<file path="config.mk">
export PLATFORM = sky130hd
export DESIGN_NAME = controle_venda
export DESIGN_NICKNAME = d
export VERILOG_FILES = /design/src/rtl/controle_venda.sv
export SDC_FILE = /design/constraint.sdc
export NUM_CORES = 1
export LEC_CHECK = 0
export BUFFER_PORTS_ARGS = -buffer_cell sky130_fd_sc_hd__clkbuf_2
export CAP_MARGIN = 40
export CORE_MARGIN = 1.5
export CORE_UTILIZATION = 55
export DETAILED_ROUTE_END_ITERATION = 7
export PLACE_DENSITY = 0.8
export SLEW_MARGIN = 20
export SYNTH_ARGS = -nofsm -noshare
export SYNTH_HDL_FRONTEND = slang
export SYNTH_SLANG_ARGS = --single-unit
export TNS_END_PERCENT = 30
</file>
<file path="constraint.sdc">
create_clock -name clk -period 6.6 [get_ports clk]
set_input_delay 0.99 -clock clk [delete_from_list [all_inputs] [get_ports clk]]
set_output_delay 0.99 -clock clk [all_outputs]
set_load 0.1 [all_outputs]
</file>
<file path="src/rtl/controle_venda.sv">
// Vending-machine controller: coin credit, product sale, change return one coin at a time.
// Optional idle-refund timeout enabled by defining CONTROLE_VENDA_TIMEOUT_EN.
module controle_venda #(
  parameter int CREDITO_MAX    = 16,
  parameter int TIMEOUT_CICLOS = 1024
) (
  input  logic       clk,
  input  logic       reset,
  input  logic [3:0] codigoProduto,
  input  logic       codigoValido,
  input  logic       cent25,
  input  logic       cent50,
  input  logic       real1,
  input  logic       cancelar,
  output logic       liberar,
  output logic [3:0] produtoSaida,
  output logic       troco25,
  output logic       moedaRejeitada,
  output logic       erro,
  output logic [4:0] credito,
  output logic       ocupado
);

  typedef enum logic [1:0] {OCIOSO, VENDA, TROCO, TROCO_ESPERA} estado_t;

  localparam logic [5:0] CRED_MAX6 = 6'(CREDITO_MAX);

  estado_t    estado_q, estado_d;
  logic [4:0] credito_q, credito_d;
  logic [3:0] codigo_q, codigo_d;
  logic       rej_q, rej_d;
  logic       erro_q, erro_d;

  logic       qualquer_moeda;
  logic       multiplas;
  logic [1:0] n_moedas;
  logic [2:0] valor;
  logic [5:0] soma;
  logic [4:0] preco;
  logic       codigo_ok;
  logic       tem_credito;

`ifdef CONTROLE_VENDA_TIMEOUT_EN
  localparam int TW = (TIMEOUT_CICLOS > 1) ? $clog2(TIMEOUT_CICLOS + 1) : 1;
  localparam logic [TW-1:0] CNT_LIM = TW'(TIMEOUT_CICLOS - 1);
  logic [TW-1:0] cnt_q, cnt_d;
`endif

  // Only the highest-value coin of a simultaneous group is evaluated.
  assign n_moedas       = {1'b0, cent25} + {1'b0, cent50} + {1'b0, real1};
  assign qualquer_moeda = cent25 | cent50 | real1;
  assign multiplas      = n_moedas > 2'd1;
  assign valor          = real1 ? 3'd4 : (cent50 ? 3'd2 : (cent25 ? 3'd1 : 3'd0));
  assign soma           = {1'b0, credito_q} + {3'b000, valor};
  assign preco          = 5'd2 + {3'b000, codigoProduto[1:0]};
  assign codigo_ok      = codigoProduto < 4'd12;
  assign tem_credito    = credito_q >= preco;

  always_comb begin
    estado_d  = estado_q;
    credito_d = credito_q;
    codigo_d  = codigo_q;
    rej_d     = qualquer_moeda;
    erro_d    = 1'b0;
`ifdef CONTROLE_VENDA_TIMEOUT_EN
    cnt_d     = '0;
`endif
    case (estado_q)
      OCIOSO: begin
        if (cancelar) begin
          if (credito_q != 5'd0) estado_d = TROCO;
        end else if (codigoValido) begin
          if (!codigo_ok || !tem_credito) begin
            erro_d = 1'b1;
          end else begin
            estado_d  = VENDA;
            credito_d = credito_q - preco;
            codigo_d  = codigoProduto;
          end
        end else if (qualquer_moeda) begin
          if (soma <= CRED_MAX6) begin
            credito_d = soma[4:0];
            rej_d     = multiplas;
          end
        end
`ifdef CONTROLE_VENDA_TIMEOUT_EN
        else if (credito_q != 5'd0) begin
          if (cnt_q == CNT_LIM) estado_d = TROCO;
          else                  cnt_d    = cnt_q + 1'b1;
        end
`endif
      end
      VENDA:        estado_d = (credito_q != 5'd0) ? TROCO : OCIOSO;
      TROCO: begin
        credito_d = credito_q - 5'd1;
        estado_d  = TROCO_ESPERA;
      end
      TROCO_ESPERA: estado_d = (credito_q != 5'd0) ? TROCO : OCIOSO;
      default:      estado_d = OCIOSO;
    endcase
  end

  always_ff @(posedge clk) begin
    if (reset) begin
      estado_q  <= OCIOSO;
      credito_q <= '0;
      codigo_q  <= '0;
      rej_q     <= 1'b0;
      erro_q    <= 1'b0;
`ifdef CONTROLE_VENDA_TIMEOUT_EN
      cnt_q     <= '0;
`endif
    end else begin
      estado_q  <= estado_d;
      credito_q <= credito_d;
      codigo_q  <= codigo_d;
      rej_q     <= rej_d;
      erro_q    <= erro_d;
`ifdef CONTROLE_VENDA_TIMEOUT_EN
      cnt_q     <= cnt_d;
`endif
    end
  end

  assign liberar        = (estado_q == VENDA);
  assign produtoSaida   = liberar ? codigo_q : 4'd0;
  assign troco25        = (estado_q == TROCO);
  assign ocupado        = (estado_q != OCIOSO);
  assign credito        = credito_q;
  assign moedaRejeitada = rej_q;
  assign erro           = erro_q;

endmodule

</file>
==> flow_metrics.py, run 1 <==
metrics = {
    "die": {
        "die-width_um": 47,
        "initial_core_util_pct": 60.35,
        "num_rows": 15,
        "dieHeight_um": 47,
        "ioPinCount": 25,
        "die_area_mm2": 0.002209,
        "coreArea_mm2": 0.001764,
    },
    "pwr": {
        "switching_power_uw": 366.2,
        "pwr-share-comb_pct": 69.1,
        "powerDensity_mw_per_mm2": 499.6,
        "switching_share_pct": 60.28,
        "pwr-share-seq_pct": 22.5,
        "leakage_nw": 0.5446,
        "pwr-share-clk_pct": 8.4,
        "internal_power_uw": 241.4,
        "peakVddDrop_mv": 0.3235,
    },
    "cts": {
        "clock_sinks": 13,
        "htreeDepth": 1,
        "cts_tree": "yes",
        "post_cts_buffers": 0,
        "root_buffer": "clkbuf_4",
        "cts_buffer_depth": 2,
        "cts_resized": 0,
        "clkLatencyLatePin_ns": 0.28,
        "postCtsHoldBufs": 0,
        "cts_buffers": 3,
        "cts.clk_slew.worst_paths_ns": 0.08,
    },
    "worst_hold_path": {
        "hold_start": "codigo_q[3]",
        "hold_depth": 2,
        "hold_path_class": "flop to flop",
        "hold_path_end": "codigo_q[3]",
    },
    "sta": {
        "hold_ws_ns": 0.4571,
        "rsz0062_at_grt": "no",
        "max_freq_mhz": 291.0,
        "hold_viol": 0,
        "worst_pin_slew_ns": 0.6575,
        "period_share_pct": 52.07,
        "final-setup-viol-count": 0,
        "period_needed_ns": 3.436,
        "tns_ns": 0,
        "finalMaxSlewViolations": 0,
        "relSlewSlack_pct": 55.57,
        "clock_skew_ns": 0.007886,
    },
    "synth": {
        "mappedNetlistArea_mm2": 0.001065,
        "synth_seq_area_share_pct": 24.44,
        "yosysUniqueCellTypes": 39,
        "yosys.area.top_type": "dfxtp_1",
        "synth-main-ff-cell": "dfxtp_1",
        "synth_top_cell_area_share_pct": 24.44,
        "synthSimpleGateAreaFrac_pct": 26.91,
        "synth_top_family_by_area": "simple AND/OR/NAND/NOR gates",
        "synth_seq_cells": 13,
        "syn_nets": 155,
        "synthArstFlopShare_pct": 0,
        "yosys_warnings": 0,
        "synthTopCellsByArea": "dfxtp_1 (24%), ha_1 (11%), a21oi_1 (8.9%)",
        "synth_xor_area_share_pct": 1.645,
        "synth.avg_cell_area_um2": 8.006,
        "synthAdderAreaFrac_pct": 14.34,
        "synthMuxAreaShare_pct": 2.820,
        "synth_compound_area_share_pct": 23.03,
        "synth-edff-count": 0,
        "syn_inst": 133,
    },
    "finish": {
        "syn_to_final_growth_pct": 14.22,
        "layout.nets": 181,
        "diodes": 0,
        "multi_input_area_um2": 732.0,
        "fin_util_pct": 68.94,
        "fill_cells": 169,
        "seqCellArea_um2": 260.3,
        "layout-drive-gt1-share_pct": 20.25,
    },
    "setup_path": {
        "r2r-end": "credito[2]",
        "crit_path_end_kind": "flop",
        "path_max_fanout": 6,
        "critPathKind": "input port to flop",
        "r2r_slack_ns": 3.67,
        "crit_path_start_kind": "input port",
        "required_ns": 6.76,
        "reg2reg_depth": 9,
        "r2r-start": "credito[1]",
        "worstPathArrival_ns": 3.59,
    },
    "global_routing": {
        "antenna_found_initial": 0,
        "grt_pass1_vias": 955,
        "grt_overflow": 0,
        "grt_start_max_net_pins": 14,
        "grt_pass1_wl_um": 4381,
        "grtUsageTotal_pct": 28.21,
    },
    "placement": {
        "gp_congestion": 0.8977,
        "io_buffers": 24,
        "dp_hpwl_um": 2113,
    },
    "outcome": {
        "outcome": "finished clean",
    },
    "drt": {
        "vias": 1093,
        "vias_per_cell": 5.973,
        "wl_um": 2671,
        "drc": 0,
        "drt_iter0_markers": 52,
        "first_pass_iters": 4,
        "wire_per_inst_um": 14.60,
        "postRouteAntennaNets": 0,
    },
    "run": {
        "drv_cap": 0,
    },
}
[cell type report]
class,instances,area share [%]
Multi-Input combinational cell,105,60.19
Timing Repair Buffer,25,10.29
Sequential cell,13,21.40
Inverter,11,3.395
Clock buffer,4,2.160
Tap cell,25,2.572
[state kept, by name (all words and copies together), names as in the netlist, named ones only]
| register | count |
|---|---|
| moedaRejeitada | 1 |
| credito | 5 |
| erro | 1 |
| estado_q | 1 |
| codigo_q | 4 |
[layer usage]
| layer | routed length (um) | track usage, % |
|---|---|---|
| met1 | 1169 | 38.28 |
| met5 | 0 | 0 |
| met3 | 203 | 4.615 |
| met2 | 1286 | 47.67 |
| met4 | 12 | 5.000 |
[cell usage after synthesis, drive strengths merged (2+ instances only)]
cell / n
a21oi: 19
and2: 4
buf: 3
dfxtp: 13
fa: 2
ha: 9
inv: 11
mux2i: 3
nand2: 10
nand2b: 2
nand3: 4
nand3b: 2
nor2: 9
nor2b: 3
nor3: 3
nor3b: 2
nor4b: 2
o21ai: 6
o31ai: 4
or3: 2
or4: 3
xnor2: 2
[stage by stage]
step	cell area (um2)	power (mW)	setup WS (ns)	std cells
floorplan	1065	0.4739	2.862	133
global placement	1185	0.5396	2.785	178
detailed placement	1190	0.5533	2.935	179
finish	1216	0.6076	3.164	183
global route	1216	0.6498	2.870	183
CTS	1216	0.6048	3.214	183
[power groups by stage]
stage | sequential (mW) | clock [mW] | combinational (mW)
floorplan | 0.223 | 0 | 0.251
global placement | 0.136 | 0 | 0.403
detailed placement | 0.138 | 0 | 0.415
CTS | 0.136 | 0.0521 | 0.417
global route | 0.141 | 0.0574 | 0.451
finish | 0.137 | 0.0512 | 0.420
[critical path: stages]
cell,delay (ns)
clkbuf_2,0.11
nor3b_1,0.20
ha_1,0.20
inv_1,0.05
fa_1,0.40
xnor2_1,0.28
nor4b_1,0.09
mux2i_1,0.17
nor4bb_1,0.62
buf_2,0.28
or3_1,0.13
a21oi_1,0.06
[cells in the final DEF, fill, tap and decap left out, types with 2 or more instances in the layout]
cell type  synthesis  layout
a21oi_1           19      19
and2_1             4       4
clkbuf_2           0      24
clkbuf_4           0       3
dfxtp_1           13      13
fa_1               2       2
ha_1               9       9
inv_1             11      11
mux2i_1            3       3
nand2_1           10      10
nand2b_1           2       2
nand3_1            4       4
nand3b_1           2       2
nor2_1             9       9
nor2b_1            3       3
nor3_1             3       3
nor3b_1            2       2
nor4b_1            2       2
o21ai_0            6       6
o31ai_1            3       3
or3_1              2       2
or4_1              3       3
xnor2_1            2       2
[cell families after synthesis]
family | count (synthesis)
buffers and inverters | 15
DFF | 13
xor gates and xnor gates | 2
and+or+nand+nor | 51
AOI/OAI and AO/OA | 38
muxes | 3
adders and majority gates | 11
[worst max-delay path by stage]
stage,startpoint,to,cells past startpoint
finish,cent50,credito[2],12
global route,cent50,credito[3],12
CTS,real1,credito[2],12
detailed placement,real1,credito[2],12
global placement,cent50,credito[0],11
floorplan,estado_q[0],produtoSaida[0],2
No activity file was read; power rests on OpenSTA's default activity.
==> inputs of run 2 (changes only) <==
Settings changed: CORE_UTILIZATION 55 to 53, PLACE_DENSITY 0.8 to 0.78.
Clock period 6.6 ns to 3.25 ns, I/O delays scaled along.
==> flow_metrics.py, run 2 (synthesized netlist as in run 1, its figures left out) <==
metrics = {
    "setup_path": {
        "r2r_slack_ns": 0.42,
        "r2r-start": "credito[0]",
        "worstPathArrival_ns": 3.11,
        "critPathKind": "input port to flop",
        "critical_path.startpoint": "cent50",
        "r2r-end": "credito[0]",
        "required_ns": 3.46,
        "crit_path_end_kind": "flop",
        "reg2reg_depth": 10,
        "crit_path_start_kind": "input port",
        "path_max_fanout": 10,
    },
    "die": {
        "ioPinCount": 25,
        "coreArea_mm2": 0.001922,
        "num_rows": 16,
        "die_area_mm2": 0.002287,
        "die-width_um": 47.82,
        "initial_core_util_pct": 55.40,
        "dieHeight_um": 47.82,
    },
    "global_routing": {
        "grtUsageTotal_pct": 24.31,
        "antenna_found_initial": 0,
        "grt_pass1_wl_um": 3960,
        "grt_overflow": 0,
        "grt_pass1_vias": 902,
        "grt_start_max_net_pins": 14,
    },
    "sta": {
        "hold_viol": 0,
        "tns_ns": 0,
        "period_share_pct": 89.17,
        "relSlewSlack_pct": 63.76,
        "period_needed_ns": 2.898,
        "final-setup-viol-count": 0,
        "finalMaxSlewViolations": 0,
        "rsz0062_at_grt": "no",
        "worst_pin_slew_ns": 0.5460,
        "max_freq_mhz": 345.1,
        "clock_skew_ns": 0.002966,
    },
    "pwr": {
        "leakage_nw": 0.5449,
        "internal_power_uw": 491.6,
        "p_total_mw": 1.230,
        "peakVddDrop_mv": 0.6784,
        "pwr-share-comb_pct": 69.0,
        "pwr-share-seq_pct": 22.8,
        "switching_share_pct": 60.02,
        "powerDensity_mw_per_mm2": 1006,
        "switching_power_uw": 738.0,
        "pwr-share-clk_pct": 8.2,
    },
    "placement": {
        "io_buffers": 24,
        "dp_hpwl_um": 1976,
        "place_inst": 181,
        "gp_congestion": 0.9268,
        "post_dp_cell_area_mm2": 0.001196,
    },
    "finish": {
        "instances_no_fill": 185,
        "fin_util_pct": 63.61,
        "fin_area_mm2": 0.001222,
        "syn_to_final_growth_pct": 14.81,
        "diodes": 0,
        "layout.nets": 181,
        "fill_cells": 175,
        "final_cell_mix": "clkbuf_2 (24), a21oi_1 (19), dfxtp_1 (12)",
        "layout-drive-gt1-share_pct": 20.89,
        "final_common_cell": "clkbuf_2",
        "largest_reg_flops": 5,
    },
    "cts": {
        "htreeDepth": 1,
        "cts.clk_slew.worst_paths_ns": 0.08,
        "cts_resized": 0,
        "postCtsHoldBufs": 0,
        "clkLatencyLatePin_ns": 0.28,
        "cts_buffer_depth": 2,
        "cts_buffers": 3,
        "post_cts_buffers": 0,
        "clock_sinks": 13,
        "cts_tree": "yes",
        "root_buffer": "clkbuf_4",
    },
    "drt": {
        "vias": 1097,
        "drt_iter0_markers": 49,
        "first_pass_iters": 4,
        "postRouteAntennaNets": 0,
        "wl_um": 2552,
        "vias_per_cell": 5.930,
        "drc": 0,
        "wire_per_inst_um": 13.79,
    },
    "run": {
        "drv_cap": 0,
    },
    "outcome": {
        "outcome": "finished clean",
    },
    "worst_hold_path": {
        "hold_path_class": "input port to flop",
        "hold_depth": 3,
        "hold_path_end": "codigo_q[2]",
        "hold_start": "codigoProduto[2]",
    },
}
run 2: cell counts in the layout (fill, tap and decap cells not counted):
Identical to the previous run, type by type.
run 2: routing by layer:
metal / GRT usage [%] / wire [um]
met1: 32.73 / 1094
met2: 41.33 / 1254
met3: 5.660 / 203
met4: 1.622 / 0
met5: 0 / 0
run 2: worst max path at each step:
stage                            endpoint  cells after the start  slack (ns)
after global placement         credito[4]                     12        0.26
after CTS                      credito[0]                     12        0.41
after floorplan           produtoSaida[0]                      2        0.01
after detailed placement       credito[3]                     12        0.13
after global routing           credito[4]                     12        0.19
final                          credito[0]                     12        0.35
run 2: power by group through the flow:
stage | combinational, mW | clock (mW) | sequential (mW)
2_1_floorplan | 0.509 | 0 | 0.455
3_3_place_gp | 0.821 | 0 | 0.277
4_1_cts | 0.840 | 0.104 | 0.277
3_5_place_dp | 0.835 | 0 | 0.281
6_report | 0.848 | 0.101 | 0.280
5_1_grt | 0.910 | 0.114 | 0.286
run 2: through the flow:
stage	setup slack, ns	hold WS, ns
2_1_floorplan	0.01436	0.4317
3_3_place_gp	0.2579	0.4416
3_5_place_dp	0.1266	0.4491
4_1_cts	0.4075	0.4503
5_1_grt	0.1881	0.4541
6_report	0.3519	0.4506
run 2: layout make-up:
| cell class | instances | area (um2) | share of cell area, % |
|---|---|---|---|
| clock buffer | 4 | 26.28 | 2.149 |
| sequential | 13 | 261.5 | 21.39 |
| inverter | 11 | 41.29 | 3.378 |
| multi-input combinational | 105 | 732.0 | 59.88 |
| timing repair buffer | 25 | 127.6 | 10.44 |
| tap | 27 | 33.78 | 2.764 |
run 2: critical path: stages:
cell and delay [ns]:
clkbuf_2 0.11, nor3b_1 0.20, ha_1 0.20, inv_1 0.06
fa_1 0.39, xnor2_1 0.18, nor4b_1 0.32, mux2i_1 0.15
nor4bb_1 0.17, buf_4 0.18, or4_1 0.51, a21oi_1 0.14
